### src/rtl/li_shell_pkg.sv
// li_shell_pkg: shared constants and types for the latency-insensitive shell.
//   - Default widths and queue depth used as parameter defaults.
//   - slot_state_e: state of the single-entry output slot (S_EMPTY, S_FULL).
//   - ptr_width(): queue pointer width, never less than 1 bit.
package li_shell_pkg;

  localparam int DEF_WIDTH_A     = 6;
  localparam int DEF_WIDTH_B     = 6;
  localparam int DEF_WIDTH_OUT   = 6;
  localparam int DEF_QUEUE_DEPTH = 2;

  typedef enum logic {
    S_EMPTY = 1'b0,
    S_FULL  = 1'b1
  } slot_state_e;

  function automatic int ptr_width(input int depth);
    return (depth <= 1) ? 1 : $clog2(depth);
  endfunction

endpackage

### src/rtl/li_link.sv
// li_link: latency-insensitive point-to-point channel.
//   data  : payload, WIDTH bits, meaningful only when valid is high
//   valid : token present (valid=0 is a void token)
//   stop  : backpressure from the consumer; a token moves when valid & ~stop
// Modports: source (drives data/valid, receives stop), sink (the reverse).
interface li_link #(
  parameter int WIDTH = 6
);
  logic [WIDTH-1:0] data;
  logic             valid;
  logic             stop;

  modport source (output data, output valid, input stop);
  modport sink   (input data, input valid, output stop);
endinterface

### src/rtl/li_shell_queue.sv
// li_shell_queue: per-input FIFO of the latency-insensitive shell.
// Ports:
//   clk, reset   : clock, asynchronous active-high reset
//   enq_data/enq_valid : incoming link token
//   stop         : Moore backpressure, high exactly when the queue is full
//   head_data    : oldest entry (or the bypassed token, see byp_en)
//   not_empty    : an operand is available at head_data
//   deq          : consume the head this cycle
//   byp_en       : bypass hook; when high an empty queue presents the
//                  incoming valid token at the head, and a same-cycle deq
//                  consumes it without it ever being stored
module li_shell_queue
  import li_shell_pkg::*;
#(
  parameter int WIDTH = DEF_WIDTH_A,
  parameter int DEPTH = DEF_QUEUE_DEPTH
) (
  input  logic             clk,
  input  logic             reset,
  input  logic [WIDTH-1:0] enq_data,
  input  logic             enq_valid,
  output logic             stop,
  output logic [WIDTH-1:0] head_data,
  output logic             not_empty,
  input  logic             deq,
  input  logic             byp_en
);

  localparam int              PW       = ptr_width(DEPTH);
  localparam int              CW       = $clog2(DEPTH + 1);
  localparam logic [PW-1:0]   LAST_PTR = PW'(DEPTH - 1);
  localparam logic [CW-1:0]   FULL_CNT = CW'(DEPTH);

  logic [WIDTH-1:0] mem [DEPTH];
  logic [PW-1:0]    wr_ptr;
  logic [PW-1:0]    rd_ptr;
  logic [CW-1:0]    cnt;

  logic stored;
  logic byp_hit;
  logic do_enq;
  logic do_deq;

  function automatic logic [PW-1:0] next_ptr(input logic [PW-1:0] p);
    return (p == LAST_PTR) ? '0 : p + PW'(1);
  endfunction

  assign stored    = (cnt != '0);
  assign stop      = (cnt == FULL_CNT);
  assign byp_hit   = byp_en & ~stored & enq_valid;
  assign head_data = byp_hit ? enq_data : mem[rd_ptr];
  assign not_empty = stored | byp_hit;

  // A bypassed token that is consumed in its arrival cycle is never written.
  assign do_enq = enq_valid & ~stop & ~(byp_hit & deq);
  assign do_deq = deq & stored;

  always_ff @(posedge clk or posedge reset) begin
    if (reset) begin
      wr_ptr <= '0;
      rd_ptr <= '0;
      cnt    <= '0;
    end else begin
      if (do_enq) wr_ptr <= next_ptr(wr_ptr);
      if (do_deq) rd_ptr <= next_ptr(rd_ptr);
      case ({do_enq, do_deq})
        2'b10:   cnt <= cnt + CW'(1);
        2'b01:   cnt <= cnt - CW'(1);
        default: cnt <= cnt;
      endcase
    end
  end

  // Storage is data only and carries no reset.
  always_ff @(posedge clk) begin
    if (do_enq) mem[wr_ptr] <= enq_data;
  end

endmodule

### src/rtl/li_shell.sv
// li_shell: latency-insensitive shell around a synchronous pearl.
// Terminates two li_link inputs (in_a, in_b) in small queues, fires the
// pearl when both operands are present and the output slot can take a
// result, and launches the registered result on out_link.
// Ports:
//   clk, reset    : clock, asynchronous active-high reset
//   in_a, in_b    : li_link sinks (operands)
//   out_link      : li_link source (results)
//   pearl_en      : fire strobe, pearl advances only when high
//   pearl_a/b     : queue heads presented to the pearl
//   pearl_result  : combinational pearl output, captured on fire
// Build option: define LI_SHELL_BYPASS_EN to let an empty queue forward an
// arriving token straight to the pearl (minimum latency 1 instead of 2).
module li_shell
  import li_shell_pkg::*;
#(
  parameter int WIDTH_A     = DEF_WIDTH_A,
  parameter int WIDTH_B     = DEF_WIDTH_B,
  parameter int WIDTH_OUT   = DEF_WIDTH_OUT,
  parameter int QUEUE_DEPTH = DEF_QUEUE_DEPTH
) (
  input  logic                 clk,
  input  logic                 reset,
  li_link.sink                 in_a,
  li_link.sink                 in_b,
  li_link.source               out_link,
  output logic                 pearl_en,
  output logic [WIDTH_A-1:0]   pearl_a,
  output logic [WIDTH_B-1:0]   pearl_b,
  input  logic [WIDTH_OUT-1:0] pearl_result
);

`ifdef LI_SHELL_BYPASS_EN
  localparam logic BYP = 1'b1;
`else
  localparam logic BYP = 1'b0;
`endif

  logic                 ne_a;
  logic                 ne_b;
  logic                 fire;
  slot_state_e          slot_state_p1;
  logic                 vld_p1;
  logic [WIDTH_OUT-1:0] data_p1;

  // Stage p0: input queues and fire decision
  li_shell_queue #(.WIDTH(WIDTH_A), .DEPTH(QUEUE_DEPTH)) u_queue_a (
    .clk       (clk),
    .reset     (reset),
    .enq_data  (in_a.data),
    .enq_valid (in_a.valid),
    .stop      (in_a.stop),
    .head_data (pearl_a),
    .not_empty (ne_a),
    .deq       (fire),
    .byp_en    (BYP)
  );

  li_shell_queue #(.WIDTH(WIDTH_B), .DEPTH(QUEUE_DEPTH)) u_queue_b (
    .clk       (clk),
    .reset     (reset),
    .enq_data  (in_b.data),
    .enq_valid (in_b.valid),
    .stop      (in_b.stop),
    .head_data (pearl_b),
    .not_empty (ne_b),
    .deq       (fire),
    .byp_en    (BYP)
  );

  // A full slot under stop blocks firing; reset suppresses a bypass fire.
  assign fire     = ne_a & ne_b & (~vld_p1 | ~out_link.stop) & ~reset;
  assign pearl_en = fire;

  // Stage p1: registered output slot
  always_ff @(posedge clk or posedge reset) begin
    if (reset) begin
      slot_state_p1 <= S_EMPTY;
      vld_p1        <= 1'b0;
      data_p1       <= '0;
    end else begin
      case (slot_state_p1)
        S_EMPTY: begin
          if (fire) begin
            data_p1       <= pearl_result;
            vld_p1        <= 1'b1;
            slot_state_p1 <= S_FULL;
          end
        end
        S_FULL: begin
          if (!out_link.stop) begin
            if (fire) begin
              data_p1 <= pearl_result;
            end else begin
              vld_p1        <= 1'b0;
              slot_state_p1 <= S_EMPTY;
            end
          end
        end
      endcase
    end
  end

  assign out_link.valid = vld_p1;
  assign out_link.data  = data_p1;

endmodule

### src/flat_wrapper.sv
// flat-port wrapper written by rule: the top's interface ports become plain ports
module li_shell_flat import li_shell_pkg::*;
#(
  parameter int WIDTH_A     = DEF_WIDTH_A,
  parameter int WIDTH_B     = DEF_WIDTH_B,
  parameter int WIDTH_OUT   = DEF_WIDTH_OUT,
  parameter int QUEUE_DEPTH = DEF_QUEUE_DEPTH
)
  (clk, reset, pearl_en, pearl_a, pearl_b, pearl_result, in_a_data, in_a_valid, in_a_stop, in_b_data, in_b_valid, in_b_stop, out_link_data, out_link_valid, out_link_stop);
  li_link #(.WIDTH((6))) in_a_i ();
  li_link #(.WIDTH((6))) in_b_i ();
  li_link #(.WIDTH((6))) out_link_i ();
  input  logic clk;
  input  logic reset;
  output logic pearl_en;
  output logic [WIDTH_A-1:0] pearl_a;
  output logic [WIDTH_B-1:0] pearl_b;
  input  logic [WIDTH_OUT-1:0] pearl_result;
  input wire logic [$bits(in_a_i.data)-1:0] in_a_data;
  input wire logic [$bits(in_a_i.valid)-1:0] in_a_valid;
  output wire logic [$bits(in_a_i.stop)-1:0] in_a_stop;
  input wire logic [$bits(in_b_i.data)-1:0] in_b_data;
  input wire logic [$bits(in_b_i.valid)-1:0] in_b_valid;
  output wire logic [$bits(in_b_i.stop)-1:0] in_b_stop;
  output wire logic [$bits(out_link_i.data)-1:0] out_link_data;
  output wire logic [$bits(out_link_i.valid)-1:0] out_link_valid;
  input wire logic [$bits(out_link_i.stop)-1:0] out_link_stop;
  assign in_a_i.data = in_a_data;
  assign in_a_i.valid = in_a_valid;
  assign in_a_stop = in_a_i.stop;
  assign in_b_i.data = in_b_data;
  assign in_b_i.valid = in_b_valid;
  assign in_b_stop = in_b_i.stop;
  assign out_link_data = out_link_i.data;
  assign out_link_valid = out_link_i.valid;
  assign out_link_i.stop = out_link_stop;
  li_shell #(.WIDTH_A(WIDTH_A), .WIDTH_B(WIDTH_B), .WIDTH_OUT(WIDTH_OUT), .QUEUE_DEPTH(QUEUE_DEPTH)) u_core (.clk(clk), .reset(reset), .in_a(in_a_i), .in_b(in_b_i), .out_link(out_link_i), .pearl_en(pearl_en), .pearl_a(pearl_a), .pearl_b(pearl_b), .pearl_result(pearl_result));
endmodule
### config.mk
export PLATFORM = sky130hd
export DESIGN_NAME = li_shell_flat
export DESIGN_NICKNAME = d
export VERILOG_FILES = /design/src/rtl/li_shell_pkg.sv /design/src/rtl/li_link.sv /design/src/rtl/li_shell_queue.sv /design/src/rtl/li_shell.sv /design/src/flat_wrapper.sv
export SDC_FILE = /design/constraint.sdc
export NUM_CORES = 1
export LEC_CHECK = 0
export CORE_MARGIN = 2
export CORE_UTILIZATION = 47
export DETAILED_ROUTE_END_ITERATION = 10
export PLACE_DENSITY = 0.79
export SLEW_MARGIN = 15
export SYNTH_ARGS = -nofsm -noshare
export SYNTH_HDL_FRONTEND = slang
export SYNTH_SLANG_ARGS = --single-unit
### constraint.sdc
create_clock -name clk -period 2.04 [get_ports clk]
set_clock_uncertainty 0.2 [all_clocks]
set_input_delay 0.408 -clock clk [delete_from_list [all_inputs] [get_ports clk]]
set_output_delay 0.408 -clock clk [all_outputs]
set_load 0.005 [all_outputs]
# Word-level counts from Yosys, hierarchy flattened
# Memory sizes are Yosys's and may differ from the RTL's.
# Cells that the tools add are included.
# word_totals
register_bits,16
ram_bits,24
input_bits,23
output_inout_bits,22
word_cells,67
memories,2
# mem_list
name,words,width,read_ports,rd_clocked_by_memory_dff,wr,line,rtl
u_core.u_queue_a.mem,2,6,1,0,1,li_shell_queue.sv:34,logic [WIDTH-1:0] mem [DEPTH];
u_core.u_queue_b.mem,2,6,1,0,1,li_shell_queue.sv:34,
# op_classes
addsub,8
eq_ne,9
mux,20
bitwise_logic,14
reduce_logical,5
# op_table
cell,n
$mux 1,13
$mux 6,2
$pmux 6 s2,1
$eq 2x2->1 const B,4
$pmux 2 s2,2
$reduce_bool 2->1,4
$and 1x1->1,7
$ne 2x2->1 const B,3
$not 1->1,6
$add 1x1->1 const B,4
$add 2x1->2 const B,2
$eq 2x1->1 const B,2
$pmux 1 s2,2
$sub 2x1->2 const B,2
$reduce_and 3->1,1
$or 1x1->1,1

# Longest topological paths before layout
# logic_depth
depth_word,7
mapped_depth,6
mapped_depth_nobuf,6

# Cells and area by module
# Synthesis repeated with hierarchy kept, for this count alone.
# unflattened
hier_cells,133
area_unflattened_um2,1823.0
# by_module_without_submodules
module,instances,cells_each,area_per_inst_um2,seq_area_each_um2
li_shell_queue,2,54,728.2,460.4
li_shell,1,25,366.6,200.2

# Worst setup path before layout
# No wires, ideal clock.
# synth_timing
path_kind,input to register
startpoint,in reset
endpoint,reg u_core.u_queue_b.cnt[1]
setup_time_ns,0.079
t_arrival_ns,1.448
required_time_ns,1.761
setup_slack_ns,0.313
stages,5
n_path_buf,0
cell_sequence,o21bai_2 > a211oi_4 > ha_1 > nor2_1 > xor2_1
# synth_via
elab_chain_len,5
elab_cells_between_ends,7
classes_between,2 x eq/ne; 1 x mux; 3 x bitwise; 1 x reduce/logical
# synth_lines
item,line,rtl
from (decl),flat_wrapper.sv:14,input logic reset;
$not 1->1 (*),li_shell.sv:72,assign fire = ne_a & ne_b & (~vld_p1 | ~out_link.stop) & ~reset;
$and 1x1->1 (*),li_shell.sv:72,
$and 1x1->1 (*),li_shell_queue.sv:56,assign do_deq = deq & stored;
named net u_core.u_queue_b.do_deq,li_shell_queue.sv:42,logic do_deq;
$eq 2x1->1 / $eq 2x2->1 (equally long branches),li_shell_queue.sv:66,"case ({do_enq, do_deq})"
$pmux 2 s2 / $reduce_bool 2->1 (equally long branches),--,
to (signal assigned),li_shell_queue.sv:67,2'b10: cnt <= cnt + CW'(1);
to (signal assigned),li_shell_queue.sv:68,2'b01: cnt <= cnt - CW'(1);
to (signal assigned),li_shell_queue.sv:69,default: cnt <= cnt;
to (decl),li_shell_queue.sv:37,logic [CW-1:0] cnt;
# Mark *: on every way through the listed nets, which the timed path passes. The rest lies on a longest branch.
# A chain may end at the register's enable or synchronous reset.

# Worst setup path in the final report
# layout_timing
startpoint,reg u_core.u_queue_b.rd_ptr
endpoint,out pearl_b[4]
# layout_via
elab_chain_len,1
# layout_lines
item,line,rtl
from (decl),li_shell_queue.sv:36,logic [PW-1:0] rd_ptr;
from (signal assigned),li_shell_queue.sv:65,if (do_deq) rd_ptr <= next_ptr(rd_ptr);
$mem_v2 2x6,--,
to (decl),flat_wrapper.sv:17,output logic [WIDTH_B-1:0] pearl_b;
# Every way passes these cells.

==> results.sh <==
export IMPL_p_int_mw=2.22
export IMPL_fin_ws_ns=0.0102
export IMPL_whs_ns=0.262
export IMPL_cap_viol_max_count=0
export IMPL_nets=192
export IMPL_diodes=0
export IMPL_yosysTopAreaCell="edfxtp_1"
export IMPL_dr_first_iter_drc_count=35
export IMPL_power_density_nw_per_um2=1390
export IMPL_critPathKind="reg2out"
export IMPL_leakage_nw=0.969
export IMPL_hold_path_class="in2async"
export IMPL_overflow=0
export IMPL_wl_per_cell_um=14.7
export IMPL_grt_usage_pct=17.6
export IMPL_cts_buffers=5
export IMPL_yosys_top_cells_area="edfxtp_1 45%, dfrtp_1 25%, mux2_2 13%, xnor2_1 3.3%, xor2_1 2.2%"
export IMPL_cts_sinks=40
export IMPL_required_ns=1.43
export IMPL_startpoint_type="flip-flop"
export IMPL_syn2layout_area_growth_pct=42.8
export IMPL_yosysSeqAreaShare_pct=69.6
export IMPL_die_x_um=62.5
export IMPL_synth_nets=122
export IMPL_synth_most_common_cell="edfxtp_1"
export IMPL_dp_cells=192
export IMPL_instances_no_fill=214
export IMPL_drtPass1Iterations=4
export IMPL_fmax_ghz=0.493
export IMPL_path_max_fanout=6
export IMPL_r2r_end="u_core.u_queue_a.cnt[1]$_DFFE_PP0P_"
export IMPL_wl_mm=3.14
export IMPL_synth_top_cells_by_count="24 x edfxtp_1, 18 x mux2_2, 16 x dfrtp_1, 6 x xnor2_1"
export IMPL_wl_met2_mm=1.65
export IMPL_insertion_delay_ns=0.34
export IMPL_critPathCaptureType="output port"
export IMPL_synth_flop_cell="edfxtp_1"
export IMPL_synth_edf_count=24
export IMPL_ys_types=21
export IMPL_grt_pass1_vias=1121
export IMPL_synth_area_um2=1610
export IMPL_avgSynthCellArea_um2=16.6
export IMPL_synthDominantCellAreaShare_pct=44.8
export IMPL_die_y_um=62.5
export IMPL_reg2reg_depth=9
export IMPL_port_buffers=44
export IMPL_start_util_pct=48.6
export IMPL_crit_arrival_ns=1.42
export IMPL_num_io_pins=45
export IMPL_routed_via_density=4.82
export IMPL_syn_instance_count=97
export IMPL_status="finished, final reports clean"
export IMPL_relSlewSlack_pct=58.8
export IMPL_grt_pass1_wl_mm=5.20
export IMPL_worst_pin_slew_ns=0.618
export IMPL_root_buffer="clkbuf_4"
export IMPL_antenna_left=0
export IMPL_final_core_util_pct=69.5
export IMPL_rows=21
export IMPL_reg2reg_slack_ns=0.15
export IMPL_seqPwrFrac_pct=42.1
export IMPL_drv_slew=0
export IMPL_dp_slack_ns=-0.324
export IMPL_drc_errors=0
export IMPL_gp_congestion=0.692
export IMPL_via_count=1032
export IMPL_period_share_pct=99.5
export IMPL_hpwl_mm=2.15
export IMPL_drive_above_1_share_pct=37.5
export IMPL_period_minus_slack_ns=2.03
export IMPL_die_area_um2=3910
export IMPL_hold_viol=0
export IMPL_ys_async_sr_fraction_pct=40.0
export IMPL_highest_layer="met4"
export IMPL_grt_setup_unrepaired="true"
export IMPL_peakVddDrop_mv=0.875
export IMPL_swShare_pct=30.6
export IMPL_ys_warn_count=0
export IMPL_power_net_switching_mw=0.980
export IMPL_final_setup_viol_count=0
export IMPL_h_tree_depth=2
export IMPL_wl_met3_um=182
export IMPL_ys_ff_latch=40
export IMPL_pwr_share_comb_pct=46.5
export IMPL_coreArea_um2=3310
export IMPL_cts_tree="done"
export IMPL_hold_buffers=0
export IMPL_wl_met1_mm=1.26
export IMPL_reg2reg_from="u_core.u_queue_a.cnt[0]$_DFFE_PP0P_"
export IMPL_grt_max_degree=17
export IMPL_antenna_found_initial=0
export IMPL_clock_path_buffers=2
export IMPL_clkTransAtPathRegs_ns=0.11
export IMPL_clkPwrFrac_pct=11.3
[layout make-up]
type | instances | area [um2]
clock buffers | 6 | 41.3
clock inverters | 2 | 7.51
fillers | 264 | 1010
inverters | 4 | 15.0
multi-input cells | 51 | 482
flip-flops and latches | 40 | 1120
well taps | 46 | 57.6
repair buffers | 65 | 572
[kinds of logic after synthesis]
kind of cell	share of synthesized area, %
AND/OR/NAND/NOR	4.74
buffers and inverters	1.40
flip-flops	69.6
XOR/XNOR	5.44
AO/OA/AOI/OAI	4.66
multiplexers	12.6
adder cells (fa/ha/maj)	1.55
[per-layer routing]
metal  GRT usage [%]  up-vias
li1                -      488
met1            19.0      502
met2            32.3       36
met3            4.68        6
met4            7.50        0
met5               0        -
[worst max path at each step]
stage / startpoint / to / slack (ns) / cells after the start
floorplan: reset / u_core.u_queue_b.cnt[1]$_DFFE_PP0P_ / 0.31 / 5
global placement: reset / pearl_en / -0.37 / 4
detailed placement: reset / pearl_en / -0.32 / 4
CTS: u_core.u_queue_b.rd_ptr$_DFFE_PP0P_ / pearl_b[3] / -0.07 / 3
global route: u_core.u_queue_b.rd_ptr$_DFFE_PP0P_ / pearl_b[4] / -0.06 / 2
finish: u_core.u_queue_b.rd_ptr$_DFFE_PP0P_ / pearl_b[4] / 0.01 / 2
[what timing repair did]
action / 4_1_cts / 5_1_grt
gates cloned: 0 / 0
setup endpoints to repair: 15 / 14
resized for setup: 23 / 25
buffers inserted: 11 / 3
[registers in the layout (all words and copies together) (netlist names)]
name,cells
u_core.out_link.data,6
u_core.u_queue_a.mem,12
u_core.slot_state_p1,1
u_core.u_queue_b.mem,12
u_core.u_queue_b.wr_ptr,1
u_core.out_link.valid,1
u_core.u_queue_a.rd_ptr,1
u_core.u_queue_a.wr_ptr,1
u_core.u_queue_b.cnt,2
u_core.u_queue_b.rd_ptr,1
u_core.u_queue_a.cnt,2
[layout by cell type (no fill, tap or decap), types with 2 or more instances in the layout]
cell type	synthesis	final
dlygate4sd2_1	0	3
xnor2_1	6	6
ha_1	2	2
clkdlybuf4s50_1	0	29
dlymetal6s2s_1	0	2
dfrtp_1	16	13
buf_6	0	6
nor2_1	4	4
dfrtp_2	0	3
xor2_1	4	4
nand2b_4	0	2
clkbuf_4	0	5
edfxtp_1	24	24
clkinv_1	0	2
clkbuf_2	0	8
and3_1	2	2
buf_2	0	2
nand2_1	2	2
buf_4	0	15
inv_1	4	4
mux2_2	18	18
a211oi_1	2	2
[power by group through the flow]
stage                     registers, mW  logic (mW)  clock network, mW
after floorplan                    1.31       0.693                  0
after global placement             1.35        1.24                  0
after detailed placement           1.38        1.29                  0
after CTS                          1.34        1.46              0.366
after global routing               1.39        1.61              0.404
final                              1.35        1.49              0.362
[stage by stage]
stage	total power [mW]	cell area (um2)	TNS (ns)
floorplan	2.00	1610	0
global placement	2.60	2150	-1.91
detailed placement	2.66	2150	-2.08
CTS	3.16	2290	-0.437
global route	3.41	2300	-0.114
finish	3.20	2300	0
[worst max-delay path: stages (launching register included)]
cell,delay [ns]
dfrtp_2,0.47
mux2_2,0.35
dlygate4sd2_1,0.26
(Power assumes the default switching activity.)
